==> src/rtl/uart_rx.sv <==
// UART receiver: start/data/stop framing, LSB first, mid-bit sampling, valid/ready output.
// Define UART_RX_PARITY_EN to add an even-parity bit after the data bits.
module uart_rx #(
  parameter int DATA_WIDTH = 8,
  parameter int STOP_BITS  = 1,
  parameter int BAUD       = 9600,
  parameter int CLK_RATE   = 12_000_000
) (
  input  logic                  clk,
  input  logic                  n_rst,
  input  logic                  uart_rx_pin,
  output logic [DATA_WIDTH-1:0] data,
  output logic                  valid,
  input  logic                  ready,
  output logic                  frame_err,
  output logic                  overrun
);

  localparam int CLKS_PER_BAUD = CLK_RATE / BAUD;
  localparam int HALF_BAUD     = CLKS_PER_BAUD / 2;
  localparam int CNT_W         = (CLKS_PER_BAUD > 1) ? $clog2(CLKS_PER_BAUD) : 1;
  localparam int IDX_W         = $clog2(DATA_WIDTH + STOP_BITS + 1);

  localparam logic [CNT_W-1:0] CNT_FULL      = CNT_W'(CLKS_PER_BAUD - 1);
  localparam logic [CNT_W-1:0] CNT_HALF      = CNT_W'(HALF_BAUD - 1);
  localparam logic [IDX_W-1:0] IDX_LAST_DATA = IDX_W'(DATA_WIDTH - 1);
  localparam logic [IDX_W-1:0] IDX_LAST_STOP = IDX_W'(STOP_BITS - 1);

  localparam logic [2:0] S_IDLE   = 3'd0;
  localparam logic [2:0] S_START  = 3'd1;
  localparam logic [2:0] S_DATA   = 3'd2;
  localparam logic [2:0] S_STOP   = 3'd4;
`ifdef UART_RX_PARITY_EN
  localparam logic [2:0] S_PARITY = 3'd3;
`endif

  logic                  rx_meta_q, rxs_q, rxs_prev_q;
  logic [2:0]            state_q, state_d;
  logic [CNT_W-1:0]      cnt_q, cnt_d;
  logic [IDX_W-1:0]      idx_q, idx_d;
  logic [DATA_WIDTH-1:0] shift_q, shift_d;
  logic                  err_q, err_d;
  logic [DATA_WIDTH-1:0] data_q, data_d;
  logic                  valid_q, valid_d;
  logic                  frame_err_q, frame_err_d;
  logic                  overrun_q, overrun_d;
  logic                  done, done_err;

  always_comb begin
    state_d     = state_q;
    cnt_d       = cnt_q;
    idx_d       = idx_q;
    shift_d     = shift_q;
    err_d       = err_q;
    data_d      = data_q;
    valid_d     = valid_q;
    frame_err_d = 1'b0;
    overrun_d   = 1'b0;
    done        = 1'b0;
    done_err    = 1'b0;

    case (state_q)
      S_IDLE: begin
        cnt_d = '0;
        if (rxs_prev_q && !rxs_q) state_d = S_START;
      end
      S_START: begin
        if (cnt_q == CNT_HALF) begin
          cnt_d = '0;
          if (rxs_q) begin
            state_d = S_IDLE;
          end else begin
            idx_d   = '0;
            err_d   = 1'b0;
            state_d = S_DATA;
          end
        end else begin
          cnt_d = cnt_q + 1'b1;
        end
      end
      S_DATA: begin
        if (cnt_q == CNT_FULL) begin
          cnt_d   = '0;
          // Shift in from the top so the first (LSB) sample lands in bit 0.
          shift_d = {rxs_q, shift_q[DATA_WIDTH-1:1]};
          if (idx_q == IDX_LAST_DATA) begin
            idx_d = '0;
`ifdef UART_RX_PARITY_EN
            state_d = S_PARITY;
`else
            state_d = S_STOP;
`endif
          end else begin
            idx_d = idx_q + 1'b1;
          end
        end else begin
          cnt_d = cnt_q + 1'b1;
        end
      end
`ifdef UART_RX_PARITY_EN
      S_PARITY: begin
        if (cnt_q == CNT_FULL) begin
          cnt_d   = '0;
          idx_d   = '0;
          state_d = S_STOP;
          if (rxs_q != (^shift_q)) err_d = 1'b1;
        end else begin
          cnt_d = cnt_q + 1'b1;
        end
      end
`endif
      S_STOP: begin
        if (cnt_q == CNT_FULL) begin
          cnt_d = '0;
          if (!rxs_q) err_d = 1'b1;
          if (idx_q == IDX_LAST_STOP) begin
            // Leave mid-stop-bit so an immediately following start edge is seen.
            done     = 1'b1;
            done_err = err_q | !rxs_q;
            idx_d    = '0;
            state_d  = S_IDLE;
          end else begin
            idx_d = idx_q + 1'b1;
          end
        end else begin
          cnt_d = cnt_q + 1'b1;
        end
      end
      default: begin
        state_d = S_IDLE;
        cnt_d   = '0;
      end
    endcase

    if (valid_q && ready) valid_d = 1'b0;
    if (done) begin
      if (done_err) begin
        frame_err_d = 1'b1;
      end else if (!valid_q || ready) begin
        data_d  = shift_q;
        valid_d = 1'b1;
      end else begin
        overrun_d = 1'b1;
      end
    end
  end

  always_ff @(posedge clk or negedge n_rst) begin
    if (!n_rst) begin
      rx_meta_q   <= 1'b1;
      rxs_q       <= 1'b1;
      rxs_prev_q  <= 1'b1;
      state_q     <= S_IDLE;
      cnt_q       <= '0;
      idx_q       <= '0;
      shift_q     <= '0;
      err_q       <= 1'b0;
      data_q      <= '0;
      valid_q     <= 1'b0;
      frame_err_q <= 1'b0;
      overrun_q   <= 1'b0;
    end else begin
      rx_meta_q   <= uart_rx_pin;
      rxs_q       <= rx_meta_q;
      rxs_prev_q  <= rxs_q;
      state_q     <= state_d;
      cnt_q       <= cnt_d;
      idx_q       <= idx_d;
      shift_q     <= shift_d;
      err_q       <= err_d;
      data_q      <= data_d;
      valid_q     <= valid_d;
      frame_err_q <= frame_err_d;
      overrun_q   <= overrun_d;
    end
  end

  assign data      = data_q;
  assign valid     = valid_q;
  assign frame_err = frame_err_q;
  assign overrun   = overrun_q;

endmodule

==> config.mk <==
export PLATFORM = sky130hd
export DESIGN_NAME = uart_rx
export DESIGN_NICKNAME = d
export VERILOG_FILES = /design/src/rtl/uart_rx.sv
export SDC_FILE = /design/constraint.sdc
export NUM_CORES = 1
export LEC_CHECK = 0
export CORE_ASPECT_RATIO = 0.9
export CORE_MARGIN = 2
export CORE_UTILIZATION = 45
export DETAILED_ROUTE_END_ITERATION = 8
export PLACE_DENSITY = 0.76
export RECOVER_POWER = 50
export SLEW_MARGIN = 40
export SYNTH_ARGS = -nofsm -noshare
export SYNTH_HDL_FRONTEND = slang
export SYNTH_SLANG_ARGS = --single-unit
==> constraint.sdc <==
create_clock -name clk -period 2.84 [get_ports clk]
set_input_delay 0.426 -clock clk [delete_from_list [all_inputs] [get_ports clk]]
set_output_delay 0.426 -clock clk [all_outputs]
set_load 0.02 [all_outputs]
# == Yosys cells after proc, flatten, opt, wreduce, memory -nomap -nowiden ==
# Cells that the tools add are included.
# totals
elab_cells,83
regBits,41
inputBits,4
output_inout_bits,11
# classes
addsub,2
eq_ne,14
n_reduce_logical,15
n_mux,38
n_bitwise,2
# op_table
op,count
2-to-1 mux 4 bit,6
2-to-1 mux 11 bit,2
case mux 11 bit (2 select lines),1
2-to-1 mux 1 bit,19
2-to-1 mux 3 bit,6
inequality test 2 bit (second input constant),8
case mux 3 bit (4 select lines),1
case mux 4 bit (3 select lines),1
adder 11 x 1 -> 11 bit (second input constant),1
equality test 11 x 10 -> 1 bit (second input constant),1
equality test 11 bit (second input constant),1
AND reduction 5 bit,2
AND reduction 6 bit,1
adder 4 x 1 -> 4 bit (second input constant),1
equality test 4 x 3 -> 1 bit (second input constant),1
logical NOT 4 bit,1
equality test 3 x 1 -> 1 bit (second input constant),1
equality test 3 x 2 -> 1 bit (second input constant),1
equality test 3 bit (second input constant),1
logical NOT 3 bit,1
AND reduction 3 bit,1
nonzero test 3 bit,1
logical AND 1 bit,2
logical NOT 1 bit,2
other kinds (8),8

# == Longest topological paths before layout ==
# Gate-level depths: netlist (run 1).
# depth
depth_word,7
ltp_mapped,8
mapped_depth_nobuf,6

# == Worst setup path before layout (run 1) ==
# OpenSTA, ideal clock, no wires.
# synth_timing
kind,reg-to-reg
from,register cnt_q[2]
to,"register data_q[0], in the netlist data[0]"
setup_ps,125
path_buffers,2
t_arrival_ps,2411
synth_period_minus_slack_ps,2536
slack_ps,304
path_stages_with_launch,7
cell_sequence,dfrtp_1 -> or3_4 -> or4_4 -> buf_6 -> or4b_4 -> buf_6 -> mux2_4
# synth_via
elab_chain_cells,5
# synth_rtl
element,line,source
"start, declared",39,"logic [CNT_W-1:0] cnt_q, cnt_d;"
"start signal, assigned",167,cnt_q <= cnt_d;
equality test 11 bit (*),113,if (cnt_q == CNT_FULL) begin
2-to-1 mux 1 bit,113,
2-to-1 mux 1 bit,62,case (state_q)
inverter 1 bit (no line),n/a,
AND reduction 3 bit (no line) (*),n/a,
"end signal, assigned",171,data_q <= data_d;
"end, declared",43,"logic [DATA_WIDTH-1:0] data_q, data_d;"
# Mark *: on every way between the ends. The rest lies on a longest branch, timed or not.
# A chain may end at the register's enable or synchronous reset.

# == Final worst setup path (run 1) ==
# layout_timing
from,register cnt_q[2]
to,"register data_q[1], in the netlist data[1]"
# The elaborated chain is that of the path after synthesis.

==> results of run 1 <==
## flip-flops by register name, summed over array words and instances, names as in the netlist
| signal | count |
|---|---|
| cnt_q | 11 |
| data | 8 |
| shift_q | 8 |
| idx_q | 4 |
| state_q | 3 |
| err_q | 1 |
| frame_err | 1 |
| overrun | 1 |
| rx_meta_q | 1 |
| rxs_prev_q | 1 |
| rxs_q | 1 |
| valid | 1 |
## through the flow
step / hold slack [ns] / setup slack (ns) / instances / instance area, sq um / total power [W]
finish: 0.373 / 0.306 / 248 / 2290 / 0.00156
global route: 0.382 / 0.258 / 248 / 2290 / 0.00166
CTS: 0.110 / 0.307 / 248 / 2300 / 0.00158
detailed placement: 0.348 / 0.320 / 240 / 2190 / 0.00110
global placement: 0.348 / 0.358 / 240 / 2180 / 0.00109
floorplan: 0.130 / 0.304 / 169 / 1990 / 0.000975
## cell families (layout without fill, tap and decap cells)
group / Yosys count / in the layout
xor gates and xnor gates: 11 / 11
and+or+nand+nor: 62 / 62
DFF: 41 / 41
muxes: 19 / 19
AOI/OAI and AO/OA: 18 / 18
buffers and inverters: 13 / 32
adders and majority gates: 5 / 5
## synth_stat cells, types with 2 or more instances
cell / number / share of area
clkbuf_1: 4 / 0.0075
mux2_4: 8 / 0.060
nand4_1: 5 / 0.016
o21ai_0: 4 / 0.010
nor2b_1: 6 / 0.019
nor3_1: 2 / 0.0050
buf_6: 2 / 0.011
mux2_2: 11 / 0.062
dfrtp_1: 38 / 0.48
xor2_1: 6 / 0.026
o2111ai_1: 2 / 0.0088
nand2b_1: 3 / 0.0094
nand4b_1: 2 / 0.0088
nor3b_1: 5 / 0.019
dfstp_2: 3 / 0.040
nand3_1: 4 / 0.010
a22oi_1: 2 / 0.0075
nand2_1: 7 / 0.013
xnor2_1: 5 / 0.022
or3b_2: 2 / 0.0088
ha_1: 5 / 0.031
a211oi_1: 2 / 0.0075
nor2_1: 17 / 0.032
inv_1: 7 / 0.013
## how the worst max path moves through the flow
stage,from,endpoint,cells after the start
2_1_floorplan,cnt_q[2],data[0],6
3_3_place_gp,cnt_q[2],data[1],4
3_5_place_dp,cnt_q[2],data[2],4
4_1_cts,cnt_q[2],data[2],4
5_1_grt,cnt_q[2],data[6],4
6_report,cnt_q[2],data[1],4
## per-layer routing
layer  track usage  part of all wire  vias to the layer above
li1              -                 -                      637
met1         0.189              0.47                      656
met2         0.249              0.48                       28
met3        0.0424             0.040                        5
met4        0.0591             0.011                        0
met5             0                 0                        -
## power by group through the flow
stage               clock, W  sequential [W]  combinational, W
floorplan                  0        0.000668          0.000307
global placement           0        0.000696          0.000393
detailed placement         0        0.000702          0.000401
CTS                 0.000484        0.000692          0.000403
global route        0.000508        0.000703          0.000446
finish              0.000474        0.000693          0.000395
## final cells by class
type,instances,area [sq um]
clock buffers,5,68.8
clock inverters,3,46.3
fillers,351,1860
inverters,7,26.3
multi-input cells,115,895
flip-flops and latches,41,1030
well taps,60,75.1
repair buffers,17,153
==> summary.txt, run 1 <==
Pwr
  – Net Switching: 0.000508 W
  – Switching share of power: 0.326
  – Comb pwr share: 0.253
  – Peak VDD IR: 458 uV
  – Pwr dens: 681 mW/mm^2
  – Leakage Power: 1.02 nW
  – Cell internal pwr: 0.00105 W
  – Flop pwr share: 0.444
  – Clock Power Share: 0.304

Worst setup path
  – WP data required: 3.03 ns
  – Worst Path Arrival: 2.72 ns
  – Slowest CP cell: or4b_4
  – R2R setup slack: 0.31 ns
  – Cell family with most CP delay: simple AND/OR/NAND/NOR gates
  – Critical Path Source Type: flop
  – Cells on worst reg2reg path: 4
  – Max FO, Critical Path: 8
  – Reg2reg end: data[1]
  – CP Buf/Inv Count: 0
  – Critical Path End Type: flop
  – Crit path kind: flop to flop
  – Cell chain of the critical path: or3_4, or4_4, or4b_4, mux2_4
  – Worst R2R Start: cnt_q[2]
  – Largest stage delay, worst path: 0.67 ns

Routing
  – # DRC: 0
  – DR WL/cell: 14.0 um
  – Via-to-Cell Ratio: 5.35
  – Final wirelength: 3480 um
  – Detail Route Antenna Nets: 0
  – 1st-iter DRT viols: 85
  – Pre-antenna DRT Iters: 4
  – Total number of vias: 1326

Timing
  – Fmax: 0.395 GHz
  – Worst Tran Pin Value: 2.10 ns
  – Setup Skew: 0.00395 ns
  – Final setup vio count: 0
  – Min Tclk post-route: 2.53 ns
  – Setup_tns: 0 ns
  – Hold Violations, Final: 0
  – Slew Viols, Final: 42
  – Rel. slew slack: -0.398
  – RSZ-0062 raised after global routing: false
  – Part of the cycle the worst path needs: 0.892

Synthesis
  – Seq/Total Area, Yosys: 0.518
  – FF+latch count, synth: 41
  – Yosys warnings: 0
  – Compound-gate portion of the synthesized area: 0.0673
  – Synth Flop Type: dfrtp_1
  – Count of cell types in the netlist: 41
  – Post-synthesis instance total: 169
  – Largest family of logic cells by synthesized area: simple AND/OR/NAND/NOR gates
  – Post-Syn Area: 0.00199 sq mm
  – Simple-Gate Fraction of Synth Area: 0.180
  – Post-synth EDFFs: 0
  – Asr flop ratio synth: 1.00
  – Synth Area in Adders: 0.0315
  – Synth Area in XOR/XNOR: 0.0485
  – Fraction of synthesized area in multiplexers: 0.123
  – Avg Cell Area, Syn: 11.8 sq um
  – Net Count, Synth: 178

CTS
  – Cell chosen for the clock root: clkbuf_8
  – Hold_buf cts: 0
  – Longest Clk Path Bufs: 2
  – H-tree depth: 2
  – Clk sinks: 41
  – Post-CTS sizing: 0
  – CTS buffer count: 5
  – Clk Latency, worst-skew pair: 0.30 ns
  – Clk slew on worst S/H paths: 0.08 ns
  – CTS tree: built
  – Total setup buffers inserted after CTS: 0

Final layout
  – # diodes: 0
  – Layout cells sized above 1: 0.191
  – Final #Nets: 196
  – Final Util: 0.552
  – Most frequent cells in the layout: 38 x dfrtp_1, 17 x nor2_1, 11 x mux2_2, 11 x clkdlybuf4s50_1, 8 x mux2_4
  – Area Overhead vs Synth: 15.4%
  – Most common cell after layout, fill and taps aside: dfrtp_1

Worst hold path
  – Hold depth: 0
  – Hold crit path type: flop to flop
  – HP Start: rx_meta_q
  – Hold EP: rxs_q

Placement
  – RePlAce Congestion: 0.877
  – Port Buffer Count: 14
  – Hpwl dp: 2460 um

Status
  – Failing checks: capacitance limit, slew limit
  – Status: finished with violations

Global routing
  – First-pass GRT wire length: 5740 um
  – Vias in the first global route: 1294
  – Total track usage: 0.152
  – Largest net degree at the start of global routing: 42
  – GRT Residual Overflow: 0
  – Initial antenna violation count: 0

Floorplanning
  – Standard-cell rows: 22
  – Core Box Area: 0.00416 sq mm
  – Die Y: 67.1 um
  – # IOs: 15
  – Die area: 0.00497 sq mm
  – DIE WIDTH: 74.1 um
  – Starting Density: 0.478

Job
  – Max-cap violations: 1
Power figures use the tool's default switching activity.
==> run 2, diff against run 1 <==
--- a/config.mk
+++ b/config.mk
@@ -6,7 +6,7 @@
 export NUM_CORES = 1
 export LEC_CHECK = 0
 export CORE_ASPECT_RATIO = 0.9
-export CORE_MARGIN = 2
+export CORE_MARGIN = 3
 export CORE_UTILIZATION = 45
 export DETAILED_ROUTE_END_ITERATION = 8
 export PLACE_DENSITY = 0.76
==> run 2 against run 1 <==
Against the previous run:
- the run now ends clean
- highest routed layer unchanged
- routed wire length is 2.0% higher
- setup slack better by 0.010 ns
- maximum frequency is 0.40% higher
- flip-flop and latch count stayed put
- final area is 1.3% higher
- critical path type unchanged
- register-to-register slack hardly changed
- global-route usage is 0.073 points higher
- non-clock buffer count is 1 higher
- largest cell class unchanged
==> summary.txt, run 2 (same netlist as run 1, synthesis figures left out) <==
CTS
  – Total setup buffers inserted after CTS: 0
  – Clk Latency, worst-skew pair: 0.29 ns
  – Clk sinks: 41
  – Post-CTS sizing: 0
  – H-tree depth: 2
  – Cell chosen for the clock root: clkbuf_8
  – Longest Clk Path Bufs: 2
  – CTS buffer count: 5
  – CTS tree: built
  – Clk slew on worst S/H paths: 0.08 ns
  – Hold_buf cts: 0

Placement
  – Port Buffer Count: 14
  – RePlAce Congestion: 0.836
  – Hpwl dp: 2600 um

Global routing
  – Initial antenna violation count: 0
  – Total track usage: 0.153
  – GRT Residual Overflow: 0
  – First-pass GRT wire length: 6510 um
  – Largest net degree at the start of global routing: 27
  – Vias in the first global route: 1379

Routing
  – # DRC: 0
  – Routed wl met3: 178 um
  – Final wirelength: 3550 um
  – Pre-antenna DRT Iters: 4
  – Total number of vias: 1326
  – Detail Route Antenna Nets: 0
  – Highest routed metal layer: met4
  – 1st-iter DRT viols: 85
  – DR WL/cell: 14.3 um
  – Met2 Routed Length: 1710 um
  – M1 WL: 1630 um
  – Via-to-Cell Ratio: 5.33

Timing
  – Hold WS: 0.174 ns
  – Slew Viols, Final: 0
  – Setup_tns: 0 ns
  – Part of the cycle the worst path needs: 0.889
  – Fmax: 0.396 GHz
  – Worst Tran Pin Value: 1.39 ns
  – RSZ-0062 raised after global routing: false
  – Rel. slew slack: 0.0702
  – Min Tclk post-route: 2.52 ns
  – Hold Violations, Final: 0
  – Final setup vio count: 0
  – Setup Skew: 0.00691 ns

Worst hold path
  – Hold crit path type: input pin to asynchronous set/reset pin

Final layout
  – Largest register FFs: 11
  – # fillers: 338
  – Multi-input gate area: 895 sq um
  – Final Util: 0.559
  – Register area: 0.00103 sq mm
  – Most common cell after layout, fill and taps aside: dfrtp_1
  – # diodes: 0
  – Area Overhead vs Synth: 16.9%
  – Final #Nets: 197
  – Top reg by flops: cnt_q
  – Most frequent cells in the layout: 38 x dfrtp_1, 17 x nor2_1, 11 x mux2_2
  – Layout cells sized above 1: 0.196

Floorplanning
  – Die Y: 69.1 um
  – Die area: 0.00525 sq mm
  – Starting Density: 0.478
  – Core Box Area: 0.00416 sq mm
  – DIE WIDTH: 76.1 um
  – Standard-cell rows: 22
  – # IOs: 15

Worst setup path
  – Max FO, Critical Path: 8
  – Crit path kind: flop to flop
  – Largest stage delay, worst path: 0.66 ns
  – Critical Path Source Type: flop
  – Cell chain of the critical path: or3_4, or4_4, or4b_4, mux2_4
  – Worst Path Arrival: 2.71 ns
  – Cell family with most CP delay: simple AND/OR/NAND/NOR gates
  – Cells on worst reg2reg path: 4
  – R2R setup slack: 0.32 ns
  – WP data required: 3.02 ns
  – Worst R2R Start: cnt_q[2]
  – Reg2reg end: data[6]
  – Critical Path End Type: flop
  – Slowest CP cell: or4b_4
  – CP Buf/Inv Count: 0

Pwr
  – Peak VDD IR: 284 uV
  – Pwr dens: 708 mW/mm^2
  – Leakage Power: 1.04 nW
  – Overall power: 0.00165 W

Status
  – Status: finished, final reports clean

Job
  – Max-cap violations: 0
[run 2: worst max-delay path by stage]
| stage | cells past startpoint | startpoint | slack [ns] | end |
|---|---|---|---|---|
| 2_1_floorplan | 6 | cnt_q[2] | 0.30 | data[0] |
| 3_3_place_gp | 4 | cnt_q[2] | 0.36 | data[0] |
| 3_5_place_dp | 4 | cnt_q[2] | 0.32 | data[3] |
| 4_1_cts | 4 | cnt_q[2] | 0.31 | data[6] |
| 5_1_grt | 4 | cnt_q[2] | 0.25 | data[5] |
| 6_report | 4 | cnt_q[2] | 0.32 | data[6] |
[run 2: worst reg2reg max path: stages (launching register included)]
cell and delay (ns):
dfrtp_1 0.43, or3_4 0.42, or4_4 0.58, or4b_4 0.66, mux2_4 0.33
[run 2: power by group]
group | internal [W] | total, W | switching (W)
combinational | 0.000166 | 0.000388 | 0.000222
sequential | 0.000623 | 0.000694 | 0.0000706
clock | 0.000354 | 0.000563 | 0.000209
[run 2: final cells by class]
type / instances / share of cell area
Sequential cell: 41 / 0.443
Multi-Input combinational cell: 115 / 0.385
Timing Repair Buffer: 18 / 0.0689
Tap cell: 60 / 0.0323
Clock buffer: 5 / 0.0296
Clock inverter: 3 / 0.0296
Inverter: 7 / 0.0113
[run 2: routing by layer]
metal	GRT usage	vias up
met5	0	-
met4	0.0483	0
met3	0.0366	3
met2	0.252	36
met1	0.200	651
li1	-	636
[run 2: per-stage QoR]
step	cells	setup WS [ns]	instance area [sq um]
final	249	0.316	2320
after global routing	249	0.248	2320
after CTS	249	0.313	2350
after detailed placement	241	0.319	2210
after global placement	240	0.357	2180
after floorplan	169	0.304	1990
